`src/rtl/lcd_char_receiver.sv`:
```
// Display-side HD44780-style responder: latches bytes on the falling edge of enable and keeps a 2x16 buffer.
// Define LCD_RCV_BUSY_EN to model busy/overrun and the timed clear sweep; otherwise every strobe is taken at once.
module lcd_char_receiver #(
    parameter int LINE_CHARS  = 16,
    parameter int BUSY_CYCLES = 4
) (
    input  logic       fpga_clk_i,
    input  logic       fpga_reset_i,
    input  logic [7:0] lcd_data_i,
    input  logic       lcd_reset_i,
    input  logic       lcd_enable_i,
    input  logic [4:0] rd_addr_i,
    output logic [7:0] rd_char_o,
    output logic [4:0] cursor_o,
    output logic       busy_o,
    output logic       display_on_o,
    output logic       two_line_o,
    output logic       overrun_o
);

    localparam int CELLS = 2 * LINE_CHARS;

    typedef enum logic [1:0] {IDLE, EXEC, CLEAR} state_t;

`ifdef LCD_RCV_BUSY_EN
    localparam state_t AFTER_CMD = EXEC;
`else
    localparam state_t AFTER_CMD = IDLE;
`endif

    state_t      state_q, state_d;
    logic        en_q;
    logic [7:0]  cnt_q, cnt_d;
    logic [5:0]  clr_idx_q, clr_idx_d;
    logic [7:0]  cells_q [CELLS];
    logic [7:0]  cells_d [CELLS];
    logic [4:0]  cursor_q, cursor_d;
    logic        inc_q, inc_d;
    logic        disp_q, disp_d;
    logic        two_q, two_d;
    logic        ovr_q, ovr_d;
    logic [7:0]  rd_char_q, rd_char_d;
    logic        strobe;
    logic        accept;

    // Two-line mode walks all 32 cells; one-line mode wraps the column within the current line.
    function automatic logic [4:0] step(input logic [4:0] cur, input logic up, input logic two);
        logic [4:0] r;
        if (two) r = up ? cur + 5'd1 : cur - 5'd1;
        else     r = {cur[4], (up ? cur[3:0] + 4'd1 : cur[3:0] - 4'd1)};
        return r;
    endfunction

    always_ff @(posedge fpga_clk_i or posedge fpga_reset_i) begin
        if (fpga_reset_i) begin
            state_q   <= IDLE;
            en_q      <= 1'b0;
            cnt_q     <= '0;
            clr_idx_q <= '0;
            for (int unsigned i = 0; i < CELLS; i++) cells_q[i] <= 8'h20;
            cursor_q  <= '0;
            inc_q     <= 1'b1;
            disp_q    <= 1'b0;
            two_q     <= 1'b1;
            ovr_q     <= 1'b0;
            rd_char_q <= 8'h20;
        end else begin
            state_q   <= state_d;
            en_q      <= lcd_enable_i;
            cnt_q     <= cnt_d;
            clr_idx_q <= clr_idx_d;
            for (int unsigned i = 0; i < CELLS; i++) cells_q[i] <= cells_d[i];
            cursor_q  <= cursor_d;
            inc_q     <= inc_d;
            disp_q    <= disp_d;
            two_q     <= two_d;
            ovr_q     <= ovr_d;
            rd_char_q <= rd_char_d;
        end
    end

    assign strobe = en_q & ~lcd_enable_i;

    // A strobe landing on the final busy cycle is taken, since busy is judged before it expires.
`ifdef LCD_RCV_BUSY_EN
    assign accept = (state_q == IDLE) ||
                    ((state_q == EXEC) && (cnt_q == 8'd0)) ||
                    ((state_q == CLEAR) && clr_idx_q[5]);
`else
    assign accept = 1'b1;
`endif

    always_comb begin
        state_d   = state_q;
        cnt_d     = cnt_q;
        clr_idx_d = clr_idx_q;
        for (int unsigned i = 0; i < CELLS; i++) cells_d[i] = cells_q[i];
        cursor_d  = cursor_q;
        inc_d     = inc_q;
        disp_d    = disp_q;
        two_d     = two_q;
        ovr_d     = ovr_q;
        rd_char_d = cells_q[rd_addr_i];

        case (state_q)
            EXEC: begin
                if (cnt_q == 8'd0) state_d = IDLE;
                else               cnt_d   = cnt_q - 8'd1;
            end
            CLEAR: begin
                if (clr_idx_q[5]) begin
                    state_d = IDLE;
                end else begin
                    cells_d[clr_idx_q[4:0]] = 8'h20;
                    clr_idx_d = clr_idx_q + 6'd1;
                end
            end
            default: ;
        endcase

        if (strobe) begin
            if (!accept) begin
                ovr_d = 1'b1;
            end else begin
                state_d = AFTER_CMD;
                cnt_d   = 8'(BUSY_CYCLES - 1);
                if (lcd_reset_i) begin
                    cells_d[cursor_q] = lcd_data_i;
                    cursor_d = step(cursor_q, inc_q, two_q);
                end else begin
                    casez (lcd_data_i)
                        8'b1???????: cursor_d = {lcd_data_i[6], lcd_data_i[3:0]};
                        8'b01??????: ;
                        8'b001?????: two_d = lcd_data_i[3];
                        8'b0001????: if (!lcd_data_i[3]) cursor_d = step(cursor_q, lcd_data_i[2], two_q);
                        8'b00001???: disp_d = lcd_data_i[2];
                        8'b000001??: inc_d = lcd_data_i[1];
                        8'b0000001?: cursor_d = '0;
                        8'b00000001: begin
                            cursor_d = '0;
                            inc_d    = 1'b1;
`ifdef LCD_RCV_BUSY_EN
                            state_d   = CLEAR;
                            clr_idx_d = '0;
`else
                            for (int unsigned i = 0; i < CELLS; i++) cells_d[i] = 8'h20;
`endif
                        end
                        default: ;
                    endcase
                end
            end
        end
    end

    always_comb begin
        rd_char_o    = rd_char_q;
        cursor_o     = cursor_q;
        busy_o       = (state_q != IDLE);
        display_on_o = disp_q;
        two_line_o   = two_q;
        overrun_o    = ovr_q;
    end

endmodule

```
`config.mk`:
```
export PLATFORM = sky130hd
export DESIGN_NAME = lcd_char_receiver
export DESIGN_NICKNAME = d
export VERILOG_FILES = /design/src/rtl/lcd_char_receiver.sv
export SDC_FILE = /design/constraint.sdc
export NUM_CORES = 1
export LEC_CHECK = 0
export CAP_MARGIN = 20
export CORE_MARGIN = 3
export CORE_UTILIZATION = 62
export DETAILED_ROUTE_END_ITERATION = 8
export PLACE_DENSITY = 0.8
export SETUP_SLACK_MARGIN = 0.3
export SYNTH_ARGS = -nofsm -noshare
export SYNTH_HDL_FRONTEND = slang
export SYNTH_SLANG_ARGS = --single-unit
```
`constraint.sdc`:
```
create_clock -name fpga_clk_i -period 9.9 [get_ports fpga_clk_i]
set_clock_uncertainty 0.05 [all_clocks]
set_input_delay 0.99 -clock fpga_clk_i [delete_from_list [all_inputs] [get_ports fpga_clk_i]]
set_output_delay 0.99 -clock fpga_clk_i [all_outputs]
set_load 0.02 [all_outputs]
```
Word level (Yosys, flattened, before mapping)
Index checks and enable logic that the tools add are counted.

Bits in registers: 289. Logic and storage cells: 126. Input bits: 17. Output and inout bits: 17.

Add/subtract/negate cells: 6. Reductions and logical operators: 17. Bitwise operators: 10. Eq/ne operators: 14. Mux-type cells: 31. $lt $le $gt $ge: 5.

Operators with widths (number): two-way mux 256 bit (5); bitwise mux 256 bit (1); AND 224 bit (1); inverter 224 bit (1); demux 8 bit (select 5 bit) (2); two-way mux 8 bit (7); binary-select mux 8 bit (select 5 bit) (1); bitwise OR 32 bit (1); two-way mux 5 bit (6); >= comparator 6 bit (second input constant) (3); inverter 5 -> 6 bit (3); one-hot mux 5 bit (3 select lines) (1); AND reduction 3 bit (5); less-than comparator 6 x 1 -> 1 bit (second input constant) (2); inequality test 3 bit (second input constant) (3); == test 8 x 1 -> 1 bit (second input constant) (1); zero test 8 bit (1); two-way mux 4 bit (2); subtractor 8 x 1 -> 8 bit (second input constant) (1); == test 7 x 1 -> 1 bit (second input constant) (1); adder 6 x 1 -> 6 bit (second input constant) (1); == test 6 x 1 -> 1 bit (second input constant) (1); two-way mux 2 bit (3); two-way mux 6 bit (1); 22 further kinds (29).

Logic depth before layout (Yosys ltp)
Depth in word-level cells: 12. Gate-level depth with buffers: 8. Mapped depth without buffers: 7.

Worst setup path before layout
OpenSTA, ideal clock, no wires.

Path kind: input to register. Start point: in rd_addr_i[1]. End point: reg rd_char_q[0], in the netlist rd_char_o[0]. Stages: 6. Data arrival time: 2.580 ns. Setup slack: 7.145 ns. Data required time: 9.725 ns. Setup time: 0.125 ns. Buffers on the path: 3. Cells stage by stage: buf_4 buf_4 buf_2 mux4_2 mux4_2 mux2_2.

Word-level cells in the longest chain between the ends: 4.

Ends and longest elaborated chain: from (decl) (line 12) `input logic [4:0] rd_addr_i,`; inverter 5 -> 6 bit (not written as such) (line 103) `rd_char_d = cells_q[rd_addr_i];`; binary-select mux 8 bit (select 5 bit) (line 103); two-way mux 8 bit (not written as such) (2 in a row) (line 103); named net rd_char_d[0] (line 42) `logic [7:0] rd_char_q, rd_char_d;`; to (signal assigned) (line 78) `rd_char_q <= rd_char_d;`; to (decl) (line 42).

The timed path passes the listed nets, and every way through them passes these cells. The select of a mux whose other input is x is not followed. A chain may end at the register's enable or synchronous reset.

Worst setup path after layout
Start point: in lcd_reset_i. End point: reg cells_q[183] in the netlist's numbering.

Word-level cells in the longest chain between the ends: 2.

Ends and longest elaborated chain: from (decl) (line 10) `input logic lcd_reset_i,`; two-way mux 256 bit (line 127) `if (lcd_reset_i) begin`; two-way mux 256 bit (line 121) `if (strobe) begin`; to (decl) (line 35) `logic [7:0] cells_q [CELLS];`.

Every way passes these cells.

==> reports/qor.yml <==
status: "finished, final reports clean"
synth_top_area_share: 0.4703
grt_pass1_wl_mm: 52.17
maxSlewHeadroom: 0.3030
cts_setup_buffers: 0
worst_skew_pair.late_latency_ns: 0.54
ys_seq_area_frac: 0.5429
start_util: 0.6402
htreeDepth: 1
clkSinkCount: 273
use_met1: 0.4373
crit_required_ns: 10.27
critPathLaunchType: "input port"
num_vias: 8807
worstSetupPathType: "input port to flop"
ctsResizeCount: 0
cts_root_buf: "clkbuf_16"
clkTransAtPathRegs_ns: 0.06
first_pass_iters: 8
rsz0062_at_grt: "false"
maxCapViolCount: 0
regArea_mm2: 0.006875
core_mm2: 0.01978
syn_area_mm2: 0.01266
via_per_inst: 7.102
netlist_top_cells_area: "dfrtp_1 (47%), mux4_2 (14%), a22o_1 (7.7%)"
grt_max_degree: 139
reg2reg_slack_ns: 6.99
yosysWarnings: 0
grt_use_met2: 0.4759
hold_ws_ns: 0.4259
post_drt_wl_per_cell_um: 26.08
holdCritStartpoint: "cells_q[237]$_DFFE_PP1P_"
ant_nets: 0
drt_iter0_drc: 929
area_growth_pct: 10.52
cts_tree: "yes"
synth_cell_types: 52
finalSetupViolCount: 0
num_rows: 51
antenna_found_initial: 0
detailed_place_hpwl_mm: 20.83
worstPathArrival_ns: 4.35
wl_mm: 32.34
nNetsFinal: 976
r2r-start: "cursor_o[2]$_DFFE_PP0P_"
final_common_cell: "dfrtp_1"
num-fill-cells: 1322
postCtsHoldBufs: 0
final_cells: 1240
min_period_ns: 3.985
worstPathMaxFanout: 57
ir_drop_mv: 0.2054
ioPinCount: 34
cts_buffers: 28
fin_tns_setup_ns: 0
drv_slew: 0
synthCells: 956
die_h_um: 148.9
multi_input_comb_area_mm2: 0.005414
p_leak_nw: 5.947
grt_use_total: 0.3015
synth.avg_cell_area_um2: 13.25
yosysTopAreaCell: "dfrtp_1"
synth-seq-cells: 273
holdPathStages: 2
synthArstFlopShare: 1.000
worst_setup_path_end_kind: "flop"
die_x_um: 148.9
r2r_cells: 4
drc: 0
grt_overflow: 0
synth_edf_count: 0
antenna_cells: 0
synth_flop_cell: "dfrtp_1"
worst_slew_pin_slew_ns: 1.046
routabilityCongestion: 0.8609
min_period_over_period: 0.4025
r2r_end: "cells_q[199]$_DFFE_PP0P_"
hold_class: "flop to flop"
grt-busiest-layer: "met2"
cts.path.max_buffers: 3
hold_path_end: "cells_q[237]$_DFFE_PP1P_"
final_cell_mix: "dfrtp_1 (238), a22o_1 (112), o2bb2ai_1 (112), mux4_2 (80), nor2_1 (56)"
finalHoldViolCount: 0
gr-usage-met3: 0.06168
portBuffers: 31
powerDensity_mw_per_mm2: 202.7
max_freq_mhz: 250.9
dp_cells: 1189
grt_pass1_vias: 8887
drive_above_1_share: 0.1949
dieArea_mm2: 0.02218
[metrics by stage]
stage	area [um^2]	util	worst slack, ns	power, mW
finish	14000	0.7076	5.915	2.838
floorplan	12670	-	1.394	1.642
global route	14000	0.7076	5.768	2.939
detailed placement	13070	0.6607	5.498	1.781
global placement	13070	0.6607	5.557	1.766
CTS	14000	0.7076	6.002	2.837
[synth_stat cells, types with 2 or more instances]
library cell,n
o2bb2ai_1,112
a311oi_1,2
nand3b_1,2
nor2_1,56
o21ai_1,16
mux2_2,10
nor2b_1,4
a22o_1,112
and2_1,2
nor4b_2,2
buf_2,17
or3_1,2
nand2b_1,8
a21oi_1,37
nor4_1,2
nor3_1,5
o21ai_0,17
nor4b_1,2
dfrtp_1,238
mux4_2,80
nor3_2,3
nand2_1,53
o31ai_1,2
a22oi_1,7
buf_1,5
xnor2_1,5
clkbuf_1,43
mux2i_1,2
inv_1,14
and3_1,9
buf_4,9
a31oi_1,8
nand3_1,13
ha_1,5
dfstp_2,35
[flip-flops by register name (all words and copies together), names as in the netlist]
register,cells
cells_q,256
rd_char_o,8
cursor_o,5
display_on_o,1
en_q,1
inc_q,1
two_line_o,1
[report_power, final]
| group | internal (mW) | switching, mW | leakage, nW |
|---|---|---|---|
| clock | 0.634 | 0.430 | 0.450 |
| sequential | 1.24 | 0.100 | 3.66 |
| combinational | 0.202 | 0.235 | 1.84 |
[cell families (layout without fill, tap and decap cells)]
family | after synthesis | in the layout | share of synthesized area
flops | 273 | 273 | 0.5429
other cells | 1 | 2 | 0.0002961
xor+xnor | 6 | 6 | 0.004149
simple gates | 171 | 171 | 0.06649
fa+ha+maj | 5 | 5 | 0.004940
buf+inv | 90 | 108 | 0.03161
mux | 92 | 92 | 0.1527
compound gates | 318 | 318 | 0.1969
[area by class of cell]
class                           count  share of cell area
Sequential cell                   273              0.4912
Inverter                           15            0.004559
Tap cell                          265             0.02369
Clock inverter                      5            0.005542
Clock buffer                       46             0.06070
Timing Repair Buffer               42             0.02753
Multi-Input combinational cell    594              0.3868
[worst max-delay path: stages]
cell and delay, ns:
clkdlybuf4s50_1 0.45, buf_4 0.38, clkinv_1 0.86, a21oi_4 0.34
buf_4 0.52, o21ai_1 0.42, a22o_1 0.34
[routing by layer]
metal,share of wire,wire length (um),vias up
li1,-,-,3735
met1,0.41,13390,4596
met2,0.48,15480,416
met3,0.082,2636,60
met4,0.026,831,0
met5,0,0,-
[worst max path at each step]
| stage | to | startpoint | depth (start not counted) |
|---|---|---|---|
| 6_report | cells_q[183]$_DFFE_PP0P_ | lcd_reset_i | 7 |
| 5_1_grt | cells_q[144]$_DFFE_PP0P_ | lcd_reset_i | 6 |
| 4_1_cts | cells_q[183]$_DFFE_PP0P_ | lcd_reset_i | 7 |
| 3_5_place_dp | cells_q[183]$_DFFE_PP0P_ | lcd_reset_i | 7 |
| 3_3_place_gp | cells_q[183]$_DFFE_PP0P_ | lcd_reset_i | 7 |
| 2_1_floorplan | cells_q[0]$_DFFE_PP0P_ | fpga_reset_i | 1 |
No activity file was read; power rests on OpenSTA's default activity.
==> patch: new RTL, same flow settings <==
Put a register stage on the output `display_on_o`. The value now appears one clock later. The other outputs are not delayed to match.
--- a/src/rtl/lcd_char_receiver.sv
+++ b/src/rtl/lcd_char_receiver.sv
@@ -21,6 +21,8 @@
     localparam int CELLS = 2 * LINE_CHARS;
 
     typedef enum logic [1:0] {IDLE, EXEC, CLEAR} state_t;
+
+    logic display_on_d;
 
 `ifdef LCD_RCV_BUSY_EN
     localparam state_t AFTER_CMD = EXEC;
@@ -157,10 +159,14 @@
         rd_char_o    = rd_char_q;
         cursor_o     = cursor_q;
         busy_o       = (state_q != IDLE);
-        display_on_o = disp_q;
+        display_on_d = disp_q;
         two_line_o   = two_q;
         overrun_o    = ovr_q;
     end
 
+    always_ff @(posedge fpga_clk_i) begin
+        display_on_o <= display_on_d;
+    end
+
 endmodule
 
Formal check against the unedited RTL: not equivalent (a bounded check fails within 4 cycles, from zero or initial values and one cycle with fpga_reset_i high).
==> patch against the unedited design <==
Sequential cell count is 1 higher; synthesized area grew 0.16%; total power grew 1.6%; routed wire length increased by 0.11%; count of clock-buffer cells in the layout decreased by 4; setup slack gained 0.032 ns; via count about the same; clock power up 4%; design area increased by 0.54%.
==> patch: results (changes against the unedited design) <==
Parameter                              Value

Yosys
  Top post-synthesis cells by area    dfrtp_1, mux4_2, a22o_1, o2bb2ai_1, dfstp_2 (unchanged)
  Fraction of post-synthesis cell area in the top cell type by area    47.0% (about the same)
  Complex-gate fraction of the synthesized area    19.7% (about the same)
  Async SR Flop Fraction    99.6% (was 100%)
  Synth cell count leaders    dfrtp_1, a22o_1, o2bb2ai_1, mux4_2, nor2_1 (unchanged)
  Gate Count Post-Synth    957 (was 956)
  Number of unique standard cell types used by synthesis    53 (was 52)
  Share of the synthesized netlist area taken by xor and xnor gates    0.414% (was 0.415%)
  Adder-cell area share of the yosys netlist    0.493% (was 0.494%)
  Mux contribution to synthesized area    15.2% (was 15.3%)
  Sequential area share after synthesis    54.4% (was 54.3%)

Cells and area
  Fillers    1313 (was 1322)
  Biggest register    cells_q (unchanged)
  Non-filler instance count after layout    1244 (was 1240)
  Layout cells sized above 1    19.8% (was 19.5%)

Worst setup path
  Max FO, Critical Path    44 (was 57)
  Worst EP arrival    4.33 ns (was 4.35 ns)
  Flop2flop setup slack    7.04 ns (was 6.99 ns)

Detailed routing
  Ratio of routed vias to standard cells    7.08 (was 7.10)
  Avg WL per Cell    26.0 um (was 26.1 um)
  Pre-antenna DRT Iters    5 (was 8)
  First-iteration detailed-routing DRC count    888 (was 929)

Power
  Pleak    0.00599 uW (was 0.00595 uW)
  Maximum resistive drop on vdd    0.172 mV (was 0.205 mV)

GRT
  GR met3 Demand/Resource    6.02% (was 6.17%)
  Number of antenna violations at the first check in global routing    3 (was 0)
  Maximum number of pins on one net before global-route repair    116 (was 139)
  Global-route usage over all layers    30.2% (about the same)
  Wire length of the first global-routing pass    52700 um (was 52200 um)
  Met2 Track Usage GR    46.2% (was 47.6%)
  Met1 demand-to-capacity share in global routing    45.0% (was 43.7%)
  Vias in the first global route    8967 (was 8887)

Place
  Final estimated routing congestion in global placement    0.855 (was 0.861)
  Area of placed instances    0.0131 sq mm (about the same)

Clock tree
  Number of buffers created by CTS    29 (was 28)
  Post-CTS clock slew at the launch and capture registers of the worst setup and hold paths    0.06 ns (about the same)

Hold path
  Beginning of the worst hold path    disp_q (was cells_q[237])
  Worst hold path depth    0 (was 2)
  Min-Delay Endpoint    display_on_o (was cells_q[237])

Run status
  Status    complete, no violations (unchanged)

STA
  Pins over their slew limit    0 (unchanged)
-- patch: cell count changes after synthesis --
cell	delta
dfxtp_1	+1
-- patch: kinds of logic after synthesis --
logic type      Yosys count
simple gates            171
buf+inv                  90
flops                   274
xor+xnor                  6
mux                      92
fa+ha+maj                 5
other cells               1
compound gates          318
-- patch: area by class of cell --
| class | count | area share [%] |
|---|---|---|
| Clock buffer | 42 | 5.72 |
| Clock inverter | 11 | 1.12 |
| Inverter | 15 | 0.453 |
| Multi-Input combinational cell | 594 | 38.5 |
| Sequential cell | 274 | 49.0 |
| Tap cell | 265 | 2.36 |
| Timing Repair Buffer | 43 | 2.88 |
-- patch: worst max path at each step --
| stage | end | cells after the start |
|---|---|---|
| after floorplan | cells_q[0] | 1 |
| after global placement | cells_q[183] | 7 |
| after detailed placement | cells_q[150] | 6 |
| after CTS | cells_q[150] | 6 |
| after global routing | cells_q[86] | 6 |
| final | cells_q[151] | 6 |
-- patch: power by group --
| group | internal, uW | leakage, uW | switching, uW |
|---|---|---|---|
| logic | 203 | 0.00185 | 238 |
| clock network | 666 | 0.000471 | 435 |
| registers | 1240 | 0.00366 | 99.6 |
-- patch: metal layers --
| metal | up-vias | share of wire [%] |
|---|---|---|
| met1 | 4601 | 42 |
| met2 | 384 | 46 |
| met5 | - | 0.093 |
| li1 | 3738 | - |
| met3 | 86 | 7.7 |
| met4 | 4 | 3.3 |
-- patch: metrics by stage --
step | power (uW) | utilization [%] | hold slack (ns) | worst slack, ns
after floorplan | 1650 | - | 0.291 | 1.39
after global placement | 1770 | 66.2 | 0.304 | 5.52
after detailed placement | 1790 | 66.2 | 0.311 | 5.50
after CTS | 2880 | 71.0 | 0.326 | 6.02
after global routing | 2990 | 71.1 | 0.326 | 5.69
final | 2880 | 71.1 | 0.320 | 5.95
